--- config.mk ---
export PLATFORM = sky130hd
export DESIGN_NAME = periph_bus_arbiter_flat
export DESIGN_NICKNAME = d
export VERILOG_FILES = /design/src/rtl/periph_bus_arbiter_if.sv /design/src/rtl/periph_bus_arbiter.sv /design/src/flat_wrapper.sv
export SDC_FILE = /design/constraint.sdc
export NUM_CORES = 1
export LEC_CHECK = 0
export ABC_AREA = 1
export CELL_PAD_IN_SITES_DETAIL_PLACEMENT = 1
export CELL_PAD_IN_SITES_GLOBAL_PLACEMENT = 1
export CORE_ASPECT_RATIO = 0.9
export CORE_MARGIN = 2
export CORE_UTILIZATION = 10
export CTS_CLUSTER_SIZE = 24
export DETAILED_ROUTE_END_ITERATION = 6
export PLACE_DENSITY = 0.85
export SLEW_MARGIN = 20
export SYNTH_ARGS = -nofsm -noshare
export SYNTH_HDL_FRONTEND = slang
export SYNTH_SLANG_ARGS = --single-unit
export TNS_END_PERCENT = 50
--- constraint.sdc ---
create_clock -name sys_clk -period 1.6 [get_ports sys_clk]
set_input_delay 0.32 -clock sys_clk [delete_from_list [all_inputs] [get_ports sys_clk]]
set_output_delay 0.32 -clock sys_clk [all_outputs]
set_load 0.05 [all_outputs]
--- src/rtl/periph_bus_arbiter_if.sv ---
// Native peripheral bus bundle: request (valid/addr/wdata/wstrb) flows master->slave,
// completion (ready/rdata) flows back. wstrb == 0 marks a read.
interface periph_bus_arbiter_if;
  logic        valid;
  logic [31:0] addr;
  logic [31:0] wdata;
  logic [3:0]  wstrb;
  logic        ready;
  logic [31:0] rdata;

  modport master (output valid, addr, wdata, wstrb, input ready, rdata);
  modport slave  (input valid, addr, wdata, wstrb, output ready, rdata);
endinterface

--- src/rtl/periph_bus_arbiter.sv ---
// Two-master (RR or fixed-priority) arbiter onto one peripheral slave: 1 idle arbitration cycle, then the
// granted request is forwarded until s.ready; losers wait. PERIPH_ARB_TIMEOUT_EN adds a hung-slave timeout.
module periph_bus_arbiter #(
  parameter int PRIO_MODE      = 0,
  parameter int TIMEOUT_CYCLES = 255
) (
  input  logic                  sys_clk,
  input  logic                  rst,
  periph_bus_arbiter_if.slave   m0,
  periph_bus_arbiter_if.slave   m1,
  periph_bus_arbiter_if.master  s,
  output logic [1:0]            grant,
  output logic                  timeout_pulse,
  output logic [7:0]            timeout_count
);

  typedef enum logic {IDLE, BUSY} state_t;

  state_t      state, state_nxt;
  logic [1:0]  grant_nxt;
  logic        rr_last, rr_last_nxt;  // 1 = m1 was served last
  logic        busy, gnt_valid, tmo_fire;
  logic        m0_ready_c, m1_ready_c, s_valid_c;
  logic [31:0] rdata_c, s_addr_c, s_wdata_c;
  logic [3:0]  s_wstrb_c;

  assign busy      = (state == BUSY);
  assign gnt_valid = (grant[0] & m0.valid) | (grant[1] & m1.valid);

`ifdef PERIPH_ARB_TIMEOUT_EN
  // busy_cnt holds the number of BUSY cycles already elapsed, so the timeout lands on BUSY cycle TIMEOUT_CYCLES
  localparam logic [15:0] TMO_LAST = 16'(TIMEOUT_CYCLES - 1);
  logic [15:0] busy_cnt;
  logic [7:0]  tmo_cnt;

  always_ff @(posedge sys_clk or posedge rst) begin
    if (rst)           busy_cnt <= '0;
    else if (!busy)    busy_cnt <= '0;
    else if (!s.ready) busy_cnt <= busy_cnt + 16'd1;
  end

  assign tmo_fire = busy & gnt_valid & ~s.ready & (busy_cnt == TMO_LAST);

  always_ff @(posedge sys_clk or posedge rst) begin
    if (rst)                              tmo_cnt <= '0;
    else if (tmo_fire && tmo_cnt != 8'hFF) tmo_cnt <= tmo_cnt + 8'd1;
  end

  assign timeout_count = tmo_cnt;
`else
  assign tmo_fire      = 1'b0;
  assign timeout_count = '0;
`endif

  assign timeout_pulse = tmo_fire;

  always_ff @(posedge sys_clk or posedge rst) begin
    if (rst) begin
      state   <= IDLE;
      grant   <= 2'b00;
      rr_last <= 1'b1;
    end else begin
      state   <= state_nxt;
      grant   <= grant_nxt;
      rr_last <= rr_last_nxt;
    end
  end

  always_comb begin
    state_nxt   = state;
    grant_nxt   = grant;
    rr_last_nxt = rr_last;
    case (state)
      IDLE: begin
        if (m0.valid || m1.valid) begin
          state_nxt = BUSY;
          if (m0.valid && (!m1.valid || PRIO_MODE != 0 || rr_last)) grant_nxt = 2'b01;
          else                                                      grant_nxt = 2'b10;
        end
      end
      BUSY: begin
        if (s.ready || tmo_fire) begin
          state_nxt   = IDLE;
          grant_nxt   = 2'b00;
          rr_last_nxt = grant[1];
        end else if (!gnt_valid) begin
          // requester withdrew: drop the transaction without touching fairness state
          state_nxt = IDLE;
          grant_nxt = 2'b00;
        end
      end
      default: begin
        state_nxt = IDLE;
        grant_nxt = 2'b00;
      end
    endcase
  end

  always_comb begin
    m0_ready_c = busy & grant[0] & (s.ready | tmo_fire);
    m1_ready_c = busy & grant[1] & (s.ready | tmo_fire);
    rdata_c    = s.ready ? s.rdata : 32'hDEAD_BEEF;
    s_valid_c  = busy & gnt_valid & ~tmo_fire;
    s_addr_c   = '0;
    s_wdata_c  = '0;
    s_wstrb_c  = '0;
    if (busy && grant[0]) begin
      s_addr_c  = m0.addr;
      s_wdata_c = m0.wdata;
      s_wstrb_c = m0.wstrb;
    end else if (busy && grant[1]) begin
      s_addr_c  = m1.addr;
      s_wdata_c = m1.wdata;
      s_wstrb_c = m1.wstrb;
    end
  end

  assign m0.ready = m0_ready_c;
  assign m1.ready = m1_ready_c;
  assign m0.rdata = m0_ready_c ? rdata_c : '0;
  assign m1.rdata = m1_ready_c ? rdata_c : '0;
  assign s.valid  = s_valid_c;
  assign s.addr   = s_addr_c;
  assign s.wdata  = s_wdata_c;
  assign s.wstrb  = s_wstrb_c;

endmodule
--- src/flat_wrapper.sv ---
// flat-port wrapper written by rule: the top's interface ports become plain ports
module periph_bus_arbiter_flat 
#(
  parameter int PRIO_MODE      = 0,
  parameter int TIMEOUT_CYCLES = 255
)
  (sys_clk, rst, grant, timeout_pulse, timeout_count, m0_valid, m0_addr, m0_wdata, m0_wstrb, m0_ready, m0_rdata, m1_valid, m1_addr, m1_wdata, m1_wstrb, m1_ready, m1_rdata, s_valid, s_addr, s_wdata, s_wstrb, s_ready, s_rdata);
  periph_bus_arbiter_if m0_i ();
  periph_bus_arbiter_if m1_i ();
  periph_bus_arbiter_if s_i ();
  input  logic sys_clk;
  input  logic rst;
  output logic [1:0] grant;
  output logic timeout_pulse;
  output logic [7:0] timeout_count;
  input wire logic [$bits(m0_i.valid)-1:0] m0_valid;
  input wire logic [$bits(m0_i.addr)-1:0] m0_addr;
  input wire logic [$bits(m0_i.wdata)-1:0] m0_wdata;
  input wire logic [$bits(m0_i.wstrb)-1:0] m0_wstrb;
  output wire logic [$bits(m0_i.ready)-1:0] m0_ready;
  output wire logic [$bits(m0_i.rdata)-1:0] m0_rdata;
  input wire logic [$bits(m1_i.valid)-1:0] m1_valid;
  input wire logic [$bits(m1_i.addr)-1:0] m1_addr;
  input wire logic [$bits(m1_i.wdata)-1:0] m1_wdata;
  input wire logic [$bits(m1_i.wstrb)-1:0] m1_wstrb;
  output wire logic [$bits(m1_i.ready)-1:0] m1_ready;
  output wire logic [$bits(m1_i.rdata)-1:0] m1_rdata;
  output wire logic [$bits(s_i.valid)-1:0] s_valid;
  output wire logic [$bits(s_i.addr)-1:0] s_addr;
  output wire logic [$bits(s_i.wdata)-1:0] s_wdata;
  output wire logic [$bits(s_i.wstrb)-1:0] s_wstrb;
  input wire logic [$bits(s_i.ready)-1:0] s_ready;
  input wire logic [$bits(s_i.rdata)-1:0] s_rdata;
  assign m0_i.valid = m0_valid;
  assign m0_i.addr = m0_addr;
  assign m0_i.wdata = m0_wdata;
  assign m0_i.wstrb = m0_wstrb;
  assign m0_ready = m0_i.ready;
  assign m0_rdata = m0_i.rdata;
  assign m1_i.valid = m1_valid;
  assign m1_i.addr = m1_addr;
  assign m1_i.wdata = m1_wdata;
  assign m1_i.wstrb = m1_wstrb;
  assign m1_ready = m1_i.ready;
  assign m1_rdata = m1_i.rdata;
  assign s_valid = s_i.valid;
  assign s_addr = s_i.addr;
  assign s_wdata = s_i.wdata;
  assign s_wstrb = s_i.wstrb;
  assign s_i.ready = s_ready;
  assign s_i.rdata = s_rdata;
  periph_bus_arbiter #(.PRIO_MODE(PRIO_MODE), .TIMEOUT_CYCLES(TIMEOUT_CYCLES)) u_core (.sys_clk(sys_clk), .rst(rst), .m0(m0_i), .m1(m1_i), .s(s_i), .grant(grant), .timeout_pulse(timeout_pulse), .timeout_count(timeout_count));
endmodule
======== Word-level counts from Yosys, hierarchy flattened ========
Cells that the tools add are included.
storage, ports and cells
  word-level logic and storage cells ...... 40
  bits of input ports ..................... 173
  register bits after elaboration ......... 4
  output and inout bits ................... 146
cells by class
  bitwise operators ....................... 9
  equality and inequality tests ........... 2
  muxes and demuxes ....................... 18
  reduce and logical (&&, ||, !) cells .... 8
operators by type and width
  kind                                                    number
  two-way mux 32 bit                                      7
  two-way mux 2 bit                                       4
  two-way mux 4 bit                                       2
  bitwise AND 1 bit                                       7
  one-hot mux 2 bit (2 select lines)                      1
  AND reduction 2 bit                                     2
  logical AND 1 bit                                       3
  two-way mux 1 bit                                       3
  inequality test 3 bit (second input constant)           1
  logical OR 1 bit                                        2
  inequality test 2 x 1 -> 1 bit (second input constant)  1
  one-hot mux 1 bit (2 select lines)                      1
  zero test 1 bit                                         1
  NOT 1 bit                                               1
  OR 1 bit                                                1

======== Longest topological paths before layout ========
Gate-level depths: netlist (run 1).
  depth after elaboration ................. 6
  gate-level depth with buffers ........... 6
  mapped depth without buffers ............ 6

======== Worst setup path after synthesis (run 1) ========
OpenSTA, ideal clock, no wires.
  path kind ............................... reg-to-output
  start point ............................. reg u_core.grant[0]
  end point ............................... out m0_rdata[10]
  path slack .............................. -1.271 ns
  data required time ...................... 1.280 ns
  path buffers ............................ 1
  stages on the path, launching flop included .. 6
  data arrival time ....................... 2.551 ns
  cell sequence ........................... dfrtp_1 nand2_1 nor2_1 inv_2 buf_6 nor2_1
on the way
  cells in the longest elaborated chain, start to end .. 3
ends and longest elaborated chain
  item                            RTL line                   source
  start, declared                 periph_bus_arbiter.sv:12   output logic [1:0] grant,
  start signal, assigned          periph_bus_arbiter.sv:64   grant <= grant_nxt;
  bitwise AND 1 bit (2 in a row)  periph_bus_arbiter.sv:100  m0_ready_c = busy & grant[0] & (s.ready | tmo_fire);
  net m0_ready                    flat_wrapper.sv:20         output wire logic [$bits(m0_i.ready)-1:0] m0_ready;
  two-way mux 32 bit              periph_bus_arbiter.sv:120  assign m0.rdata = m0_ready_c ? rdata_c : '0;
  end, declared                   flat_wrapper.sv:21         output wire logic [$bits(m0_i.rdata)-1:0] m0_rdata;
The timed path passes the listed nets, and every way through them passes these cells.

======== Final worst setup path (run 1) ========
  start point ............................. reg u_core.grant[0]
  end point ............................... out s_addr[7]
on the way
  cells in the longest elaborated chain, start to end .. 2
ends and longest elaborated chain
  item                RTL line                   source
  logical AND 1 bit   periph_bus_arbiter.sv:107  if (busy && grant[0]) begin
  two-way mux 32 bit  periph_bus_arbiter.sv:107
  end, declared       flat_wrapper.sv:29         output wire logic [$bits(s_i.addr)-1:0] s_addr;
Every way passes these cells.

==> results of run 1 <==
## timing repair
item / 4_1_cts / 5_1_grt
resized for setup: 95 / 69
cloned: 4 / 3
endpoints found under the setup margin: 135 / 135
pin swaps: 7 / 3
buffers inserted: 5 / 1
## layer usage
metal | wire (um) | track usage [%]
met5 | 0 | 0
met4 | 191 | 2.35
met3 | 762 | 2.47
met2 | 9730 | 33.6
met1 | 5820 | 17.7
## power by group through the flow
stage | Combinational [mW] | Sequential [mW] | Clock, mW
final | 6.54 | 0.197 | 0.408
after global placement | 5.87 | 0.186 | 0
after detailed placement | 5.96 | 0.187 | 0
after CTS | 6.34 | 0.197 | 0.408
after global routing | 6.80 | 0.202 | 0.416
after floorplan | 3.17 | 0.223 | 0
## worst paths after layout
kind | startpoint | to | cells past startpoint
min reg2reg | u_core.rr_last | u_core.rr_last | 2
max in group asynchronous | rst | u_core.rr_last | 2
min in group sys_clk | u_core.rr_last | u_core.rr_last | 2
max reg2reg | u_core.busy | u_core.grant[1] | 5
max | u_core.grant[0] | s_addr[7] | 6
min | rst | u_core.grant[1] | 2
## cell type report
class                   count  share of cell area [%]
clock buffers               4                   0.969
inverters                  41                    2.32
multi-input cells         300                    32.0
flip-flops and latches      4                    1.29
well taps                 211                    3.24
repair buffers            349                    60.2
## cell families (layout without fill, tap and decap cells)
family | count (synthesis) | count (layout) | share of synthesized area (%)
and+or+nand+nor | 220 | 220 | 49.7
buffers and inverters | 77 | 394 | 23.4
AOI/OAI and AO/OA | 71 | 71 | 20.7
other | 1 | 9 | 0.219
DFF | 4 | 4 | 5.91
## sequential cells by signal, indices dropped and copies added, names as in the netlist
register	flops
u_core.busy	1
u_core.rr_last	1
u_core.grant	2
## synthesized netlist by cell type
master | number | share of area [%]
dfstp_2 | 1 | 1.5
inv_1 | 37 | 8.1
o21ai_1 | 7 | 2.0
nand2_2 | 1 | 0.37
buf_6 | 7 | 4.6
clkbuf_1 | 9 | 2.0
buf_2 | 6 | 1.8
nor2_8 | 1 | 1.2
inv_2 | 3 | 0.66
a21oi_1 | 1 | 0.29
nand3_1 | 2 | 0.58
inv_4 | 1 | 0.37
nand2_1 | 148 | 32
conb_1 | 1 | 0.22
dfrtp_1 | 3 | 4.4
nor2_2 | 1 | 0.37
or2_2 | 1 | 0.37
buf_4 | 13 | 5.7
o21ai_0 | 63 | 18
nor2_1 | 66 | 14
clkbuf_2 | 1 | 0.29
## worst max-delay path: stages, from the launching register on
cell	delay [ps]
dfrtp_2	470
nand2_4	150
clkinv_8	100
clkbuf_16	200
nand2_2	100
o21ai_4	70
buf_12	150
## per-stage QoR
stage	setup slack [ps]	std cells
CTS	-204	905
global placement	-327	893
finish	-202	909
floorplan	-291	381
global route	-240	909
detailed placement	-351	893
==> impl_results.md, run 1 <==
* Clock slew at reported path FFs at 30 ps
* Register area share after synthesis at 5.91%
* Largest net degree at the start of global routing at 25
* Commonest non-fill, non-tap cells in the layout: 171 x clkdlybuf4s50_1, 123 x buf_12, 68 x nand2_1, 65 x nor2_4, 61 x nand2_2
* Final Hold Fails at 0
* TritonCTS clock tree: done
* Vias in the first global route at 4124
* Vias after detailed routing at 3760
* Mapped Cells at 373
* Multi-input gate area at 0.00260 mm^2
* Final instance area at 0.00814 mm^2
* Fin worst setup slack at -202 ps
* Fill count at 1820
* Mapped cell area at 0.00171 mm^2
* Synth Register Bits at 4
* Yosys warning count at 0
* Port Buf Inserts at 309
* Drt total wl at 16.5 mm
* DIE AREA at 0.0182 mm^2
* Clock Skew at 2.46 ps
* Clk pwr share at 5.7%
* Antenna viol nets, final at 0
* Comb pwr share at 91.5%
* Post-synthesis cell type count at 21
* Sw Ratio at 52.2%
* Die Height at 128 um
* Int Pwr at 3.42 mW
* Root Driver: clkbuf_16
* Sequential power share at 2.8%
* Fin crit period at 1800 ps
* Reg-to-reg setup timing slack at 330 ps
* Row count at 45
* Period utilization at 113%
* Max_cap viols at 0
* First-pass GRT wire length at 23.2 mm
* Clock sink total at 4
* CTS H-tree depth at 1
* Initial Util at 10.2%
* NumNets Final at 872
* Die width at 142 um
* Crit Path Class: reg2out
* Total core area at 0.0168 mm^2
* Status: finished, violations left
* Critical Path Fanout Max at 12
* Overall power at 7.15 mW
* Drt pass-1 iters at 4
* CP required at 1280 ps
* N_diodes at 0
* DR vias/cell at 4.14
* Dpl cell area at 0.00728 mm^2
* Worst Hold Class: in2async
* Synth-to-Final Area Change at 375%
* Max-slew violations at 0
* GP Congestion at 0.794
* DR iter-0 viols at 66
* CTS Buf Count at 3
* Avg Cell Area, Syn at 4.60 um^2
* VDD IR-drop max at 522 uV
* Fin Setup TNS at -19210 ps
* Top Ports at 319
* CTS Hold Bufs at 0
* Hold Slack at 283 ps
* Layout cells sized above 1 at 58.3%
* Most common cell after layout, fill and taps aside: clkdlybuf4s50_1
* Crit path launch type: register
* Initial antenna violation count at 0
* Critical path capture point type: primary output
* Number of remaining DRC errors at 0
* Power Density at 878 mW/mm^2
* Wire per inst at 18.2 um
* Post-Route Utilization at 48.3%
* CTS max path bufs at 2
* Data arrival, critical path at 1480 ps
* Final setup vio count at 135
* Clock latency on the worst-skew pair at 230 ps
* RSZ-0062 raised after global routing: true
* Total grt overflow at 0
* All-Layer GR Usage at 16.3%
* Post-detail-place hpwl at 12.8 mm
* Fmax at 555 MHz
* Violated checks: setup timing
* Register Area at 105 um^2
* Pleak at 3.31 nW
* Net Sw Power at 3.73 mW
(Power assumes the default switching activity.)
==> run 2: changes to the inputs <==
--- a/config.mk
+++ b/config.mk
@@ -8,8 +8,7 @@
 export ABC_AREA = 1
 export CELL_PAD_IN_SITES_DETAIL_PLACEMENT = 1
 export CELL_PAD_IN_SITES_GLOBAL_PLACEMENT = 1
-export CORE_ASPECT_RATIO = 0.9
-export CORE_MARGIN = 2
+export CORE_ASPECT_RATIO = 0.8
 export CORE_UTILIZATION = 10
 export CTS_CLUSTER_SIZE = 24
 export DETAILED_ROUTE_END_ITERATION = 6
==> impl_results.md, run 2 (synthesis results as in run 1) <==
* Fin Setup TNS at -25580 ps
* Status: finished, violations left
* Vias in the first global route at 4277
* Drt pass-1 iters at 4
* Fmax at 546 MHz
* Synth-to-Final Area Change at 372%
* Post-Route Utilization at 48.6%
* Clock slew at reported path FFs at 30 ps
* Most common cell after layout, fill and taps aside: clkdlybuf4s50_1
* Final setup vio count at 135
* Clock Skew at 2.20 ps
* Vias after detailed routing at 3805
* Biggest register: u_core.grant
* VDD IR-drop max at 398 uV
* Inst Count DP at 901
* Fin crit period at 1830 ps
* N_diodes at 0
* DIE AREA at 0.0177 mm^2
* Layout cells sized above 1 at 55.0%
* First-pass GRT wire length at 24.7 mm
* Crit path launch type: register
* Hold Slack at 286 ps
* Data arrival, critical path at 1510 ps
* CTS max path bufs at 2
* Max-slew violations at 0
* Die Height at 119 um
* Power Density at 884 mW/mm^2
* Initial Util at 10.3%
* Largest net degree at the start of global routing at 23
* Violated checks: setup timing
* Top Ports at 319
* Dpl cell area at 0.00725 mm^2
* Port Buf Inserts at 309
* Antenna viol nets, final at 0
* DR iter-0 viols at 95
* Wire per inst at 18.7 um
* Crit Path Class: reg2out
* Clock latency on the worst-skew pair at 230 ps
* Total grt overflow at 0
* Number of remaining DRC errors at 0
* Critical path capture point type: primary output
* Drt total wl at 17.3 mm
* Fin worst setup slack at -233 ps
* RSZ-0062 raised after global routing: true
* All-Layer GR Usage at 18.2%
* Die width at 148 um
* Worst Hold Class: in2async
* Post-detail-place hpwl at 12.5 mm
* CTS H-tree depth at 1
* Clock sink total at 4
* Pre-CTS WS at -372 ps
* Critical Path Fanout Max at 8
* Row count at 42
* CP required at 1280 ps
* Root Driver: clkbuf_16
* Overall power at 7.16 mW
* TritonCTS clock tree: done
* Total core area at 0.0167 mm^2
* Period utilization at 115%
* Pleak at 3.30 nW
* GP Congestion at 0.770
* Post-route insts no fill at 926
* Max_cap viols at 0
* Final Hold Fails at 0
* Initial antenna violation count at 0
* CTS Buf Count at 3
* DR vias/cell at 4.11
* NumNets Final at 880
* Max reg flops at 2
* Final instance area at 0.00809 mm^2
* Commonest non-fill, non-tap cells in the layout: 171 x clkdlybuf4s50_1, 118 x buf_12, 94 x nand2_1, 64 x nor2_4
run 2: changes by cell type in the layout (fill, tap and decap cells not counted), sizes merged:
cell / delta
buf: +4
clkbuf: +2
nand2: +1
clkinv: +1
run 2: power breakdown:
group / internal (mW) / switching, mW / total, mW / leakage, nW
clock: 0.330 / 0.0759 / 0.406 / 0.0382
sequential: 0.146 / 0.0539 / 0.199 / 0.0443
combinational: 2.94 / 3.61 / 6.55 / 3.22
total: 3.41 / 3.74 / 7.16 / 3.30
run 2: area by class of cell:
type,count,area [um^2]
Timing Repair Buffer,355,4940
Timing Repair inverter,1,8.76
Inverter,41,179
Sequential cell,4,105
Clock buffer,4,78.8
Fill cell,1792,8570
Tap cell,220,275
Multi-Input combinational cell,301,2510
run 2: worst paths after layout:
kind,from,endpoint,slack [ps],cells past startpoint
max reg2reg,u_core.busy,u_core.grant[1],80,6
min,rst,u_core.busy,290,2
min in group sys_clk,u_core.rr_last,u_core.rr_last,490,2
max,u_core.grant[0],m0_rdata[23],-230,6
max in group asynchronous,rst,u_core.rr_last,1080,2
min reg2reg,u_core.rr_last,u_core.rr_last,490,2
run 2: critical path, stage by stage, from the launching register on:
cell and delay [ps]:
dfrtp_2 430, nand2_4 90, nor2_4 160, clkinv_4 120
buf_6 190, nor2_4 140, buf_8 160
run 2: timing repair:
| action | CTS | global route |
|---|---|---|
| setup endpoints to repair | 135 | 136 |
| cloned | 6 | 7 |
| pin swaps | 6 | 7 |
| gates resized for setup | 68 | 60 |
| hold buffers | 0 | 0 |
| setup buffers | 7 | 6 |
run 2: per-layer routing:
layer,vias up,routed length [um],global-route usage [%]
met2,140,9980,37.0
met4,0,133,1.93
met5,-,0,0
li1,1794,-,-
met3,10,911,3.68
met1,1861,6300,19.4
==> run 3: changes to the inputs <==
--- a/config.mk
+++ b/config.mk
@@ -10,6 +10,7 @@
 export CELL_PAD_IN_SITES_GLOBAL_PLACEMENT = 1
 export CORE_ASPECT_RATIO = 0.8
 export CORE_UTILIZATION = 10
+export CTS_CLUSTER_DIAMETER = 40
 export CTS_CLUSTER_SIZE = 24
 export DETAILED_ROUTE_END_ITERATION = 6
 export PLACE_DENSITY = 0.85
==> results of run 3 <==
No change in the layout: final DEF, timing and power equal those of run 2.
